File: config.mk
export PLATFORM = sky130hd
export DESIGN_NAME = uart_cmd_decoder_flat
export DESIGN_NICKNAME = d
export VERILOG_FILES = /design/src/rtl/uart_cmd_decoder_if.sv /design/src/rtl/uart_cmd_decoder.sv /design/src/flat_wrapper.sv
export SDC_FILE = /design/constraint.sdc
export NUM_CORES = 1
export LEC_CHECK = 0
export BUFFER_PORTS_ARGS = -buffer_cell sky130_fd_sc_hd__buf_2
export CAP_MARGIN = 40
export CORE_MARGIN = 5
export CORE_UTILIZATION = 54
export CTS_BUF_LIST = sky130_fd_sc_hd__clkbuf_8 sky130_fd_sc_hd__clkbuf_16
export CTS_CLUSTER_DIAMETER = 60
export DETAILED_ROUTE_END_ITERATION = 8
export HOLD_SLACK_MARGIN = 0.15
export PLACE_DENSITY = 0.85
export SLEW_MARGIN = 10
export SYNTH_ARGS = -nofsm -noshare
export SYNTH_HDL_FRONTEND = slang
export SYNTH_SLANG_ARGS = --single-unit
File: constraint.sdc
create_clock -name clk -period 5.51 [get_ports clk]
set_clock_uncertainty 0.1 [all_clocks]
set_input_delay 1.102 -clock clk [delete_from_list [all_inputs] [get_ports clk]]
set_output_delay 1.102 -clock clk [all_outputs]
set_load 0.02 [all_outputs]
File: src/rtl/uart_cmd_decoder_if.sv
`default_nettype none
// ============================================================================
//  Module   : uart_cmd_decoder_if
//  Purpose  : UART byte stream in, register / waveform-RAM write ports out.
//  Revision : 1.0 - initial release
// ============================================================================
interface uart_cmd_decoder_if #(
    parameter int WAVE_ADDR_W = 10
);
    logic [7:0]             rx_data;
    logic                   rx_valid;
    logic                   reg_wr_en;
    logic [7:0]             reg_addr;
    logic [15:0]            reg_wdata;
    logic                   wave_wr_en;
    logic [WAVE_ADDR_W-1:0] wave_addr;
    logic [15:0]            wave_wdata;
    logic                   frame_ok;
    logic                   frame_err;
    logic [1:0]             err_code;
    logic                   busy;

    modport master (
        output rx_data, rx_valid,
        input  reg_wr_en, reg_addr, reg_wdata, wave_wr_en, wave_addr, wave_wdata,
        input  frame_ok, frame_err, err_code, busy
    );

    modport slave (
        input  rx_data, rx_valid,
        output reg_wr_en, reg_addr, reg_wdata, wave_wr_en, wave_addr, wave_wdata,
        output frame_ok, frame_err, err_code, busy
    );
endinterface
`default_nettype wire

File: src/rtl/uart_cmd_decoder.sv
`default_nettype none
// ============================================================================
//  Module   : uart_cmd_decoder
//  Purpose  : Deframes A5|CMD|AH|AL|LEN|PAYLOAD|CHK host packets into writes.
//  Revision : 1.0 - initial release
// ============================================================================
module uart_cmd_decoder #(
    parameter int          WAVE_ADDR_W    = 10,
    parameter logic [31:0] TIMEOUT_CYCLES = 32'd200000
) (
    input  wire logic            clk,
    input  wire logic            rst,
    uart_cmd_decoder_if.slave    bus
);
    localparam logic [7:0]  SYNC_BYTE  = 8'hA5;
    localparam logic [7:0]  CMD_REG    = 8'h01;
    localparam logic [7:0]  CMD_WAVE   = 8'h02;
    localparam logic [31:0] TIMER_LAST = TIMEOUT_CYCLES - 32'd1;

    typedef enum logic [2:0] {
        S_IDLE, S_CMD, S_ADDR_HI, S_ADDR_LO, S_LEN, S_D_HI, S_D_LO, S_CHK
    } state_t;

    state_t                 state_q;
    logic                   is_wave_q;
    logic [15:0]            addr_q;
    logic [7:0]             len_q;
    logic [7:0]             idx_q;
    logic [7:0]             data_hi_q;
    logic [15:0]            reg_data_q;
    logic [7:0]             chk_q;
    logic [31:0]            timer_q;

    logic                   reg_wr_en_q;
    logic [7:0]             reg_addr_q;
    logic [15:0]            reg_wdata_q;
    logic                   wave_wr_en_q;
    logic [WAVE_ADDR_W-1:0] wave_addr_q;
    logic [15:0]            wave_wdata_q;
    logic                   frame_ok_q;
    logic                   frame_err_q;
    logic [1:0]             err_code_q;

    logic [7:0]             rx_byte;
    logic [WAVE_ADDR_W-1:0] wave_addr_d;

    assign rx_byte     = bus.rx_data;
    // Address arithmetic is done at RAM width so it wraps at the top of memory.
    assign wave_addr_d = addr_q[WAVE_ADDR_W-1:0] + WAVE_ADDR_W'(idx_q);

    always_ff @(posedge clk or posedge rst) begin
        if (rst) begin
            state_q      <= S_IDLE;
            is_wave_q    <= 1'b0;
            addr_q       <= '0;
            len_q        <= '0;
            idx_q        <= '0;
            data_hi_q    <= '0;
            reg_data_q   <= '0;
            chk_q        <= '0;
            timer_q      <= '0;
            reg_wr_en_q  <= 1'b0;
            reg_addr_q   <= '0;
            reg_wdata_q  <= '0;
            wave_wr_en_q <= 1'b0;
            wave_addr_q  <= '0;
            wave_wdata_q <= '0;
            frame_ok_q   <= 1'b0;
            frame_err_q  <= 1'b0;
            err_code_q   <= 2'd0;
        end else begin
            reg_wr_en_q  <= 1'b0;
            wave_wr_en_q <= 1'b0;
            frame_ok_q   <= 1'b0;
            frame_err_q  <= 1'b0;

            if (bus.rx_valid) begin
                // An arriving byte always beats a timer expiring in the same cycle.
                timer_q <= '0;
                unique case (state_q)
                    S_IDLE: begin
                        if (rx_byte == SYNC_BYTE) state_q <= S_CMD;
                    end
                    S_CMD: begin
                        if (rx_byte == CMD_REG || rx_byte == CMD_WAVE) begin
                            is_wave_q <= (rx_byte == CMD_WAVE);
                            chk_q     <= rx_byte;
                            state_q   <= S_ADDR_HI;
                        end else begin
                            frame_err_q <= 1'b1;
                            err_code_q  <= 2'd1;
                            state_q     <= S_IDLE;
                        end
                    end
                    S_ADDR_HI: begin
                        addr_q[15:8] <= rx_byte;
                        chk_q        <= chk_q ^ rx_byte;
                        state_q      <= S_ADDR_LO;
                    end
                    S_ADDR_LO: begin
                        addr_q[7:0] <= rx_byte;
                        chk_q       <= chk_q ^ rx_byte;
                        state_q     <= S_LEN;
                    end
                    S_LEN: begin
                        chk_q <= chk_q ^ rx_byte;
                        len_q <= rx_byte;
                        idx_q <= '0;
                        if (is_wave_q ? (rx_byte == 8'd0) : (rx_byte != 8'd2)) begin
                            frame_err_q <= 1'b1;
                            err_code_q  <= 2'd2;
                            state_q     <= S_IDLE;
                        end else begin
                            state_q <= S_D_HI;
                        end
                    end
                    S_D_HI: begin
                        data_hi_q <= rx_byte;
                        chk_q     <= chk_q ^ rx_byte;
                        state_q   <= S_D_LO;
                    end
                    S_D_LO: begin
                        chk_q <= chk_q ^ rx_byte;
                        if (is_wave_q) begin
                            wave_wr_en_q <= 1'b1;
                            wave_addr_q  <= wave_addr_d;
                            wave_wdata_q <= {data_hi_q, rx_byte};
                            idx_q        <= idx_q + 8'd1;
                            state_q      <= (idx_q == len_q - 8'd1) ? S_CHK : S_D_HI;
                        end else begin
                            reg_data_q <= {data_hi_q, rx_byte};
                            state_q    <= S_CHK;
                        end
                    end
                    S_CHK: begin
                        if (rx_byte == chk_q) begin
                            frame_ok_q <= 1'b1;
                            if (!is_wave_q) begin
                                reg_wr_en_q <= 1'b1;
                                reg_addr_q  <= addr_q[7:0];
                                reg_wdata_q <= reg_data_q;
                            end
                        end else begin
                            frame_err_q <= 1'b1;
                            err_code_q  <= 2'd3;
                        end
                        state_q <= S_IDLE;
                    end
                    default: state_q <= S_IDLE;
                endcase
            end else if (state_q != S_IDLE) begin
                if (timer_q >= TIMER_LAST) begin
                    timer_q     <= '0;
                    frame_err_q <= 1'b1;
                    err_code_q  <= 2'd0;
                    state_q     <= S_IDLE;
                end else begin
                    timer_q <= timer_q + 32'd1;
                end
            end
        end
    end

    assign bus.reg_wr_en  = reg_wr_en_q;
    assign bus.reg_addr   = reg_addr_q;
    assign bus.reg_wdata  = reg_wdata_q;
    assign bus.wave_wr_en = wave_wr_en_q;
    assign bus.wave_addr  = wave_addr_q;
    assign bus.wave_wdata = wave_wdata_q;
    assign bus.frame_ok   = frame_ok_q;
    assign bus.frame_err  = frame_err_q;
    assign bus.err_code   = err_code_q;
    assign bus.busy       = (state_q != S_IDLE);

endmodule
`default_nettype wire

File: src/flat_wrapper.sv
// flat-port wrapper written by rule: the top's interface ports become plain ports
module uart_cmd_decoder_flat 
#(
    parameter int          WAVE_ADDR_W    = 10,
    parameter logic [31:0] TIMEOUT_CYCLES = 32'd200000
)
  (clk, rst, bus_rx_data, bus_rx_valid, bus_reg_wr_en, bus_reg_addr, bus_reg_wdata, bus_wave_wr_en, bus_wave_addr, bus_wave_wdata, bus_frame_ok, bus_frame_err, bus_err_code, bus_busy);
  uart_cmd_decoder_if #(.WAVE_ADDR_W(WAVE_ADDR_W)) bus_i ();
  input  wire logic clk;
  input  wire logic rst;
  input wire logic [$bits(bus_i.rx_data)-1:0] bus_rx_data;
  input wire logic [$bits(bus_i.rx_valid)-1:0] bus_rx_valid;
  output wire logic [$bits(bus_i.reg_wr_en)-1:0] bus_reg_wr_en;
  output wire logic [$bits(bus_i.reg_addr)-1:0] bus_reg_addr;
  output wire logic [$bits(bus_i.reg_wdata)-1:0] bus_reg_wdata;
  output wire logic [$bits(bus_i.wave_wr_en)-1:0] bus_wave_wr_en;
  output wire logic [$bits(bus_i.wave_addr)-1:0] bus_wave_addr;
  output wire logic [$bits(bus_i.wave_wdata)-1:0] bus_wave_wdata;
  output wire logic [$bits(bus_i.frame_ok)-1:0] bus_frame_ok;
  output wire logic [$bits(bus_i.frame_err)-1:0] bus_frame_err;
  output wire logic [$bits(bus_i.err_code)-1:0] bus_err_code;
  output wire logic [$bits(bus_i.busy)-1:0] bus_busy;
  assign bus_i.rx_data = bus_rx_data;
  assign bus_i.rx_valid = bus_rx_valid;
  assign bus_reg_wr_en = bus_i.reg_wr_en;
  assign bus_reg_addr = bus_i.reg_addr;
  assign bus_reg_wdata = bus_i.reg_wdata;
  assign bus_wave_wr_en = bus_i.wave_wr_en;
  assign bus_wave_addr = bus_i.wave_addr;
  assign bus_wave_wdata = bus_i.wave_wdata;
  assign bus_frame_ok = bus_i.frame_ok;
  assign bus_frame_err = bus_i.frame_err;
  assign bus_err_code = bus_i.err_code;
  assign bus_busy = bus_i.busy;
  uart_cmd_decoder #(.WAVE_ADDR_W(WAVE_ADDR_W), .TIMEOUT_CYCLES(TIMEOUT_CYCLES)) u_core (.clk(clk), .rst(rst), .bus(bus_i));
endmodule
* Yosys cells after proc, flatten, opt, wreduce, memory -nomap -nowiden
Cells that the tools add are included.
** Cells by class
- Add/subtract/negate cells :: 4
- $mul :: 0
- Divide/modulo/power cells :: 0
- Magnitude comparators :: 1
- Eq/ne operators :: 20
- Shifts and indexed selects :: 0
- Muxes and demuxes :: 41
- Bitwise operators :: 2
- Reduce and logical (&&, ||, !) cells :: 21
** Operators by type and width (count)
- two-way mux 32 bit :: 3
- adder 32 x 1 -> 32 bit, second input constant :: 1
- >= comparator 32 x 18 -> 1 bit, second input constant :: 1
- case mux 8 bit (2 select lines) :: 2
- case mux 3 bit (8 select lines) :: 1
- two-way mux 3 bit :: 6
- AND reduction 3 bit :: 6
- two-way mux 1 bit :: 17
- == test 8 bit :: 2
- two-way mux 2 bit :: 8
- two-way mux 8 bit :: 2
- == test 3 bit, second input constant :: 4
- adder 10 x 8 -> 10 bit :: 1
- adder 8 x 1 -> 8 bit, second input constant :: 1
- == test 8 x 1 -> 1 bit, second input constant :: 1
- == test 8 x 2 -> 1 bit, second input constant :: 1
- == test 8 bit, second input constant :: 1
- zero test 8 bit :: 1
- != test 8 x 2 -> 1 bit, second input constant :: 1
- AND reduction 2 bit :: 4
- nonzero test 2 bit :: 4
- subtractor 8 x 1 -> 8 bit, second input constant :: 1
- XOR 8 bit :: 1
- == test 3 x 2 -> 1 bit, second input constant :: 2
- 14 further kinds :: 17
** Word-level totals
- Register bits after elaboration :: 150
- Latch bits :: 0
- RAM bits :: 0
- Memory bits (read-only) :: 0
- Input port bits :: 11
- Output and inout bits :: 57
- Logic and storage cells :: 108
- Memories :: 0

* Depth between registers and ports, before layout
Gate-level depths: netlist of the first run.
- Depth after elaboration :: 6
- Gate-level depth with buffers :: 9

* Worst setup path after synthesis of the first run
OpenSTA, ideal clock, no wires.
- Kind :: input-to-reg
- Start :: in bus_rx_data[3]
- End :: reg u_core.reg_addr_q[0] (netlist: u_core.bus.reg_addr[0])
- Arrival :: 2562 ps
- Required time :: 5283 ps
- Slack :: 2720 ps
- Stages :: 7
- Path buffers :: 2
- Cells stage by stage :: buf_2 > xor2_1 > nor4_2 > nand4_2 > nor2_4 > buf_6 > mux2_1
** On the way
- Cells in the longest elaborated chain, start to end :: 2
** RTL lines
- start, declared :: RTL line flat_wrapper.sv:11 : input wire logic [$bits(bus_i.rx_data)-1:0] bus_rx_data;
- == test 8 bit :: RTL line uart_cmd_decoder.sv:136 : if (rx_byte == chk_q) begin
- AND reduction 4 bit (no source line)
- end signal, assigned :: RTL line uart_cmd_decoder.sv:140 : reg_addr_q <= addr_q[7:0];
- end, declared :: RTL line uart_cmd_decoder.sv:35 : logic [7:0] reg_addr_q;
No other way between the ends.
A chain may end at the register's enable or synchronous reset.

* Worst setup path in the final report of the first run
- Start :: in bus_rx_valid
- End :: reg u_core.reg_wdata_q[14] (netlist: u_core.bus.reg_wdata[14])
** On the way
- Cells in the longest elaborated chain, start to end :: 1
** RTL lines
- start, declared :: RTL line flat_wrapper.sv:12 : input wire logic [$bits(bus_i.rx_valid)-1:0] bus_rx_valid;
- AND reduction 4 bit (no source line)
- end signal, assigned :: RTL line uart_cmd_decoder.sv:141 : reg_wdata_q <= reg_data_q;
- end, declared :: RTL line uart_cmd_decoder.sv:36 : logic [15:0] reg_wdata_q;
No other way between the ends.

==> metrics.cfg, run 1 <==
[status]
status=finished clean

[placed_design]
dp_hpwl_um=10180
pre_cts_ws_ns=2.005
port_buffers=67
gp_congestion=0.8149
dpl_cell_area_um2=7656

[synth]
synthDistinctLibCells=65
syn-num-nets=712
synth_seq_cells=150
yosys.area_share.simple_pct=18.05
synthArstFlopShare_pct=100.0
yosys.area_share.adder_pct=2.182
ys.flop_type=dfrtp_1
synthXorXnorAreaFrac_pct=6.304
synth_area_um2=7224
syn_avg_cell_area_um2=10.49
synth_edf_count=0
synth_top_family_by_area=simple AND/OR/NAND/NOR gates
yosysWarnings=0
synthMuxAreaShare_pct=9.404
synthCells=689
synth_seq_area_share_pct=51.96
synth_compound_area_share_pct=8.625

[global_routing]
globalRouteOverflowTotal=0
grt_pass1_wl_um=27100
grt_max_degree=92
gr-usage-all-layers_pct=21.25
antenna_found_initial=0
grt_pass1_vias=5508

[power]
p_sw_uw=1181
pwr-share-seq_pct=43.4
ir_drop_mv=0.2687
cellLeakagePower_uw=0.004107
clkPwrFrac_pct=33.0
powerDensity_nw_per_um2=434.9
sw_frac_of_total_pct=32.87
p_int_uw=2412
combinationalPowerShare_pct=23.7

[clocking]
postCtsHoldBufs=0
cts_resized=0
cts.sinks=150
path_clk_slew_ns=0.06
clock_path_buffers=2
insertion_delay_ns=0.43
cts_made_buffers=17
h-tree-depth=4
cts_tree=done
postCtsSetupBuffers=0
root_buffer=clkbuf_16

[sta]
timing.hold.ws_ns=0.3724
setup_viol_count_final=0
fin_setup_tns_ns=0
period_share_pct=56.15
worstMarginPinSlew_ns=0.9125
fmax_mhz=323.2
fin_crit_ns=3.094
hold_viol_final=0
worst_slack_ns=2.416
maxSlewHeadroom_pct=39.10
slew_viol_final=0
rsz0062_at_grt=no

[worst_setup_path]
cpPeakStageDelay_ns=0.65
crit_type=primary input to register
crit_slowest_cell=nor2_4
required_ns=5.72
crit_path_frequent_cell=nand4_2
path_max_fanout=24
worstPathArrival_ns=3.31
critPathLaunchType=primary input
path_cells=buf_2 -> nand4_2 -> nor4_2 -> nand4_2 -> nor2_4 -> mux2_2
end_kind=register

[floorplan]
core-area_um2=13190
die_h_um=125.7
io_pins=68
die_width_um=125.7
die_area_um2=15790
row_count=42
start_util_pct=54.77

[detailed_routing]
post_drt_wl_per_cell_um=17.27
vias_per_cell=5.711
drtAntennaViolNets=0
routed_wl_um=16080
first_iter_violations=500
dr_total_vias=5317
drt_pre_antenna_iters=5
drc=0

[layout]
layout-drive-gt1-share_pct=21.19
mostFrequentLayoutCells=dfrtp_1 (150), nand2_1 (103), buf_2 (67), nor2_1 (50), mux2_2 (39)
nets=765
num_antenna_cells=0
final_common_cell=dfrtp_1
final_area_um2=8260
syn_to_final_growth_pct=14.34

[worst_hold_path]
min_path_type=register to register

[flow_run]
maxCapViolCount=0

[power groups by stage]
| stage | combinational (uW) | sequential [uW] | clock, uW |
|---|---|---|---|
| after floorplan | 740 | 1450 | 0 |
| after global placement | 801 | 1550 | 0 |
| after detailed placement | 839 | 1560 | 0 |
| after CTS | 855 | 1550 | 1200 |
| after global routing | 948 | 1580 | 1260 |
| final | 851 | 1560 | 1180 |
[synthesized netlist by cell type (all sizes together) (3+ instances only)]
| master | n | area (um2) |
|---|---|---|
| nor3 | 15 | 80.08 |
| and3 | 10 | 63.81 |
| a21boi | 5 | 41.29 |
| mux2 | 60 | 679.4 |
| and2 | 5 | 31.28 |
| o31ai | 3 | 22.52 |
| a31oi | 11 | 75.07 |
| nand2b | 3 | 18.77 |
| nor3b | 3 | 22.52 |
| nand2 | 103 | 386.6 |
| a21o | 4 | 30.03 |
| nand4 | 14 | 100.1 |
| o21ai | 26 | 130.1 |
| xnor2 | 21 | 183.9 |
| buf | 20 | 120.1 |
| ha | 11 | 137.6 |
| clkbuf | 16 | 60.06 |
| a211oi | 3 | 22.52 |
| xor2 | 31 | 271.5 |
| o21a | 3 | 22.52 |
| nor2 | 52 | 205.2 |
| nor4 | 11 | 100.1 |
| inv | 19 | 71.32 |
| a21oi | 26 | 130.1 |
| nand3 | 28 | 145.1 |
| nor2b | 7 | 43.79 |
| dfrtp | 150 | 3754 |
[state kept, by name, indices dropped and copies added, names as in the netlist, 10 cells and up]
signal                 cells
u_core.bus.wave_wdata     16
u_core.bus.wave_addr      10
u_core.timer_q            32
u_core.addr_q             10
u_core.reg_data_q         16
u_core.bus.reg_wdata      16
[logic make-up (layout without fill, tap and decap cells)]
family	count (synthesis)	after routing
xor+xnor	52	52
simple gates	263	263
buf+inv	55	121
compound gates	97	97
mux	60	60
fa+ha+maj	12	12
flops	150	150
[area by class of cell]
type | count | area, um2
Tap cell | 176 | 220.2
Fill cell | 997 | 4930
Timing Repair Buffer | 70 | 377.9
Inverter | 19 | 76.32
Multi-Input combinational cell | 484 | 3228
Clock buffer | 17 | 425.4
Clock inverter | 15 | 178.9
Sequential cell | 150 | 3754
[critical path, delay by kind of cell]
kind	cells	cell delay, ns
buf+inv	1	0.35
mux	1	0.41
simple gates	4	1.42
[final timing paths]
path | startpoint | endpoint | slack [ns] | cells past startpoint
max reg2reg | u_core.state_q[1] | u_core.bus.reg_wdata[14] | 2.64 | 5
min reg2reg | u_core.bus.wave_wdata[8] | u_core.bus.wave_wdata[8] | 0.37 | 2
min in group asynchronous | rst | u_core.chk_q[2] | 0.54 | 2
min | u_core.bus.wave_wdata[8] | u_core.bus.wave_wdata[8] | 0.37 | 2
max | bus_rx_valid | u_core.bus.reg_wdata[14] | 2.42 | 6
max in group asynchronous | rst | u_core.timer_q[8] | 4.06 | 3
[per-stage QoR]
step / total power (uW) / std cells / utilization (%)
2_1_floorplan: 2194 / 689 / -
3_3_place_gp: 2351 / 898 / 57.84
3_5_place_dp: 2396 / 899 / 58.04
4_1_cts: 3603 / 931 / 62.63
5_1_grt: 3786 / 931 / 62.63
6_report: 3592 / 931 / 62.63
[metal layers]
| metal | global-route usage [%] | part of all wire (%) | up-vias |
|---|---|---|---|
| met5 | 0 | 0 | - |
| met4 | 7.908 | 1.9 | 0 |
| met3 | 4.996 | 4.3 | 25 |
| met2 | 34.39 | 49 | 138 |
| met1 | 28.10 | 45 | 2648 |
| li1 | - | - | 2506 |
Note: power is estimated with default switching activity, not from simulation.
==> inputs of run 2 (changes only) <==
- clock period: 5.51 -> 2.66 ns (I/O delays scaled with it)
==> metrics.cfg, run 2 (synthesized netlist as in run 1, its figures left out) <==
[worst_setup_path]
r2r-end=u_core.bus.wave_addr[8]
critPathLaunchType=register
path_max_fanout=20  ; -17%
path_cells=buf_4 -> or3_1 -> buf_2
cpPeakStageDelay_ns=0.49  ; -0.16 ns
rr_startpoint=u_core.idx_q[0]
r2r_setup_slack_ns=0.29  ; -2.35 ns
crit_type=register to primary output
crit_slowest_cell=or3_1
end_kind=primary output
critical_path_buf_inv_count=2  ; +1
worstPathArrival_ns=1.75  ; -1.56 ns
crit_family=simple AND/OR/NAND/NOR gates
rr_worst_depth=9  ; +4
required_ns=2.03  ; -3.69 ns

[layout]
layout-drive-gt1-share_pct=23.65  ; +2.5 points
seqCellArea_um2=3754  ; unchanged
nets=788  ; +3.0%
final_common_cell=dfrtp_1
fillCellCount=989  ; -0.80%
largest-register=u_core.timer_q
num_antenna_cells=0  ; unchanged
mostFrequentLayoutCells=dfrtp_1 (150), nand2_1 (103), buf_2 (67), nor2_1 (50), mux2_2 (39)
multi_input_area_um2=3219  ; -0.27%
syn_to_final_growth_pct=16.52
largest_reg_flops=32  ; unchanged

[worst_hold_path]
min_from=bus_rx_data[7]
min_path_cells=3  ; +1
min_path_type=primary input to register
hold_end=u_core.bus.wave_wdata[7]

[clocking]
postCtsHoldBufs=1  ; +1
path_clk_slew_ns=0.07  ; about the same
clock_path_buffers=2  ; unchanged
cts_resized=0  ; unchanged
cts.sinks=150  ; unchanged
h-tree-depth=4  ; unchanged
postCtsSetupBuffers=0  ; unchanged
insertion_delay_ns=0.42  ; about the same
cts_tree=done
cts_made_buffers=17  ; unchanged
root_buffer=clkbuf_16

[global_routing]
grt_pass1_wl_um=28390  ; +4.8%
grt_pass1_vias=5557  ; +0.89%
globalRouteOverflowTotal=0  ; unchanged
gr-usage-all-layers_pct=22.31  ; +1.1 points
antenna_found_initial=0  ; unchanged
grt_max_degree=71  ; -23%

[power]
p_sw_uw=2541  ; +120%
clkPwrFrac_pct=32.3  ; -0.7 points
ir_drop_mv=0.6474  ; +140%
cellLeakagePower_uw=0.004197  ; +2.2%
p_int_uw=4939  ; +100%
combinationalPowerShare_pct=25.8  ; +2.1 points
sw_frac_of_total_pct=33.97  ; +1.1 points
powerDensity_nw_per_um2=888.5  ; +100%
pwr-share-seq_pct=41.9  ; -1.5 points

[sta]
period_share_pct=89.36
worstMarginPinSlew_ns=0.6033  ; -0.3092 ns
slew_viol_final=0  ; unchanged
rsz0062_at_grt=no
fmax_mhz=420.7
maxSlewHeadroom_pct=59.25  ; +20 points
setup_viol_count_final=0  ; unchanged
fin_crit_ns=2.377
hold_viol_final=0  ; unchanged
timing.hold.ws_ns=0.3615  ; -0.01093 ns
fin_setup_tns_ns=0  ; unchanged

[detailed_routing]
drc=0  ; unchanged
dr_total_vias=5414  ; +1.8%
drtAntennaViolNets=0  ; unchanged
first_iter_violations=450  ; -10%
drt_pre_antenna_iters=4  ; -1
routed_wl_um=16670  ; +3.7%
vias_per_cell=5.675  ; -0.63%
post_drt_wl_per_cell_um=17.47  ; +1.2%

[flow_run]
maxCapViolCount=0  ; unchanged

[floorplan]
start_util_pct=54.77  ; unchanged
io_pins=68  ; unchanged
row_count=42  ; unchanged
core-area_um2=13190  ; unchanged
die_area_um2=15790  ; unchanged
die_width_um=125.7  ; unchanged
die_h_um=125.7  ; unchanged

[placed_design]
gp_congestion=0.8786  ; +7.8%
dp_hpwl_um=11250  ; +11%
port_buffers=67  ; unchanged

[status]
status=finished clean

==> run 2: worst reg2reg max path, delay by kind of cell, from the launching register on <==
kind                     cells  cell delay [ns]
AO/OA/AOI/OAI                4             0.77
adder cells (fa/ha/maj)      2             0.65
buffers and inverters        1             0.07
flip-flops                   1             0.47
AND/OR/NAND/NOR              2             0.21
==> run 2: routing by layer <==
layer	up-vias	global-route usage (%)	wire [um]
met3	22	6.054	839
met1	2717	29.80	7250
li1	2540	-	-
met2	135	35.97	8281
met4	0	6.633	295
met5	-	0	0
==> run 2: cell type report <==
| cell class | count | area share (%) |
|---|---|---|
| inverters | 19 | 0.8918 |
| clock buffers | 18 | 5.217 |
| clock inverters | 14 | 1.813 |
| well taps | 176 | 2.616 |
| repair buffers | 93 | 6.629 |
| multi-input cells | 484 | 38.24 |
| flip-flops and latches | 150 | 44.59 |
==> run 2: through the flow <==
stage                     setup WS, ns  std cells  util [%]  power (uW)  area [um2]
after CTS                       0.2651        954     63.82        7502        8418
after floorplan                 0.1390        689         -        4545        7228
after detailed placement        0.2350        921     59.26        5058        7816
after global routing           0.07345        954     63.82        7909        8418
final                           0.2829        954     63.82        7479        8418
after global placement          0.2903        921     59.26        4956        7816
==> run 2: power groups by stage <==
| stage | Sequential (uW) | Combinational [uW] | Clock [uW] |
|---|---|---|---|
| CTS | 3130 | 1930 | 2450 |
| finish | 3130 | 1930 | 2420 |
| floorplan | 3010 | 1530 | 0 |
| detailed placement | 3160 | 1900 | 0 |
| global route | 3190 | 2160 | 2570 |
| global placement | 3130 | 1830 | 0 |
==> run 2: worst max path at each step <==
| stage | from | slack [ns] | end | cells after the start |
|---|---|---|---|---|
| after floorplan | rst | 0.14 | u_core.addr_q[0] | 1 |
| after global placement | bus_rx_data[3] | 0.29 | u_core.bus.reg_wdata[14] | 7 |
| after detailed placement | bus_rx_data[3] | 0.24 | u_core.bus.reg_wdata[2] | 7 |
| after CTS | u_core.state_q[2] | 0.27 | bus_busy | 3 |
| after global routing | u_core.idx_q[0] | 0.07 | u_core.bus.wave_addr[8] | 9 |
| final | u_core.state_q[2] | 0.28 | bus_busy | 3 |
==> inputs of run 3 (changes only) <==
- CELL_PAD_IN_SITES_DETAIL_PLACEMENT: default -> 0
- CELL_PAD_IN_SITES_GLOBAL_PLACEMENT: default -> 1
- CORE_UTILIZATION: 54 -> 42
- PLACE_DENSITY: 0.85 -> 0.83
==> metrics.cfg, run 3 (synthesized netlist as in run 1, its figures left out) <==
[worst_setup_path]
cpPeakStageDelay_ns=0.51  ; +0.02 ns
path_max_fanout=18  ; -10%
crit_family=simple AND/OR/NAND/NOR gates
critical_path_buf_inv_count=2  ; unchanged
crit_slowest_cell=or3_1
r2r_setup_slack_ns=0.29  ; about the same
crit_type=register to primary output
path_cells=buf_4 -> or3_1 -> buf_2
worstPathArrival_ns=1.81  ; +0.06 ns
critPathLaunchType=register
end_kind=primary output
required_ns=2.03  ; about the same

[power]
cellLeakagePower_uw=0.004226  ; +0.67%
p_sw_uw=2512  ; -1.1%
sw_frac_of_total_pct=33.65  ; -0.32 points
p_int_uw=4952  ; +0.28%
clkPwrFrac_pct=32.8  ; +0.5 points
ir_drop_mv=0.6291  ; -2.8%
pwr-share-seq_pct=41.7  ; -0.2 points
combinationalPowerShare_pct=25.6  ; -0.2 points
powerDensity_nw_per_um2=876.5  ; -1.3%

[floorplan]
row_count=48  ; +14%
start_util_pct=42.36  ; -12 points
core-area_um2=17060  ; +29%
io_pins=68  ; unchanged
die_area_um2=19920  ; +26%
die_h_um=141.2  ; +12%
die_width_um=141.2  ; +12%

[placed_design]
port_buffers=67  ; unchanged
gp_congestion=0.8114  ; -7.6%
dp_hpwl_um=11180  ; -0.63%
dpl_cell_area_um2=7913  ; +1.2%

[layout]
syn_to_final_growth_pct=17.87
multi_input_area_um2=3219  ; unchanged
num_antenna_cells=0  ; unchanged
final_util_pct=49.93  ; -14 points
final_common_cell=dfrtp_1
seqCellArea_um2=3754  ; unchanged
largest_reg_flops=32  ; unchanged
largest-register=u_core.timer_q
fillCellCount=1569  ; +59%
final_area_um2=8516  ; +1.2%
mostFrequentLayoutCells=dfrtp_1 (150), nand2_1 (103), buf_2 (67), nor2_1 (50), mux2_2 (39)
nets=791  ; +0.38%
layout-drive-gt1-share_pct=23.94  ; +0.29 points

[clocking]
clock_path_buffers=2  ; unchanged
insertion_delay_ns=0.42  ; about the same
cts_made_buffers=17  ; unchanged
root_buffer=clkbuf_16
cts.sinks=150  ; unchanged
postCtsSetupBuffers=0  ; unchanged
path_clk_slew_ns=0.07  ; about the same
h-tree-depth=4  ; unchanged
cts_tree=done

[detailed_routing]
drtAntennaViolNets=0  ; unchanged
routed_wl_um=16530  ; -0.82%
vias_per_cell=5.171  ; -8.9%
first_iter_violations=296  ; -34%
drc=0  ; unchanged
dr_total_vias=5202  ; -3.9%
drt_pre_antenna_iters=5  ; +1
post_drt_wl_per_cell_um=16.43  ; -5.9%

[sta]
rsz0062_at_grt=no
fin_crit_ns=2.438  ; +0.06098 ns
fmax_mhz=410.2  ; -2.5%
slew_viol_final=0  ; unchanged
worstMarginPinSlew_ns=0.8418  ; +0.2385 ns
hold_viol_final=0  ; unchanged
period_share_pct=91.66  ; +2.3 points
setup_viol_count_final=0  ; unchanged
maxSlewHeadroom_pct=43.70  ; -16 points
fin_setup_tns_ns=0  ; unchanged

[global_routing]
antenna_found_initial=0  ; unchanged
grt_pass1_vias=5207  ; -6.3%
grt_max_degree=54  ; -24%
grt_pass1_wl_um=27350  ; -3.7%
globalRouteOverflowTotal=0  ; unchanged
gr-usage-all-layers_pct=17.29  ; -5.0 points

[worst_hold_path]
min_path_type=primary input to register

[flow_run]
maxCapViolCount=0  ; unchanged

[status]
status=finished clean

## run 3: cell count changes in the layout (fill, tap and decap cells not counted)
cell        previous run  this run
clkinv_2               0         1
buf_12                 2         3
inv_8                  5         6
buf_4                 23        25
clkinvlp_4             4         2
## run 3: path summary, 6_finish.rpt
kind	start	endpoint	cells after the start
worst max-delay path	u_core.state_q[2]	bus_busy	3
worst min-delay path	bus_rx_data[4]	u_core.bus.wave_wdata[4]	3
worst max register to register	u_core.timer_q[0]	u_core.timer_q[31]	7
worst min register to register	u_core.bus.wave_addr[9]	u_core.bus.wave_addr[9]	2
max in group asynchronous	rst	u_core.bus.wave_wdata[14]	4
min in group asynchronous	rst	u_core.bus.wave_addr[4]	3
## run 3: timing repair
| item | 4_1_cts | 5_1_grt |
|---|---|---|
| gates resized for setup | 0 | 0 |
| endpoints found under the hold margin | 19 | 0 |
| hold buffers | 1 | 0 |
## run 3: worst reg2reg max path: stages, from the launching register on
cell and delay [ns]:
dfrtp_1 0.41, ha_1 0.21, nand2_1 0.06, nor3_1 0.16, o2111ai_1 0.19, a31oi_2 0.75
buf_4 0.32, nor2_1 0.07
## run 3: cell type report
type,instances,area share [%]
multi-input cells,484,37.80
clock inverters,14,1.807
well taps,225,3.306
repair buffers,96,6.964
inverters,19,0.8816
flip-flops and latches,150,44.08
clock buffers,18,5.157
## run 3: per-layer routing
metal | routed length, um | vias up | track usage (%)
li1 | - | 2545 | -
met1 | 7917 | 2532 | 23.84
met2 | 7518 | 110 | 26.41
met3 | 905 | 15 | 5.020
met4 | 188 | 0 | 5.405
met5 | 0 | - | 0
## run 3: power by group through the flow
stage	logic, uW	registers, uW	clock network [uW]
after floorplan	1530	3010	0
after global placement	1880	3140	0
after detailed placement	1910	3150	0
after CTS	1930	3110	2490
after global routing	2150	3160	2610
final	1910	3110	2450
## run 3: per-stage QoR
stage,cells,hold slack [ns],power (uW),setup slack [ns]
after CTS,1006,0.3287,7527,0.2072
after floorplan,689,0.3496,4545,0.1390
final,1006,0.3319,7464,0.2219
after global placement,973,0.3558,5019,0.2698
after detailed placement,973,0.3576,5058,0.2347
after global routing,1006,0.3553,7926,0.06573
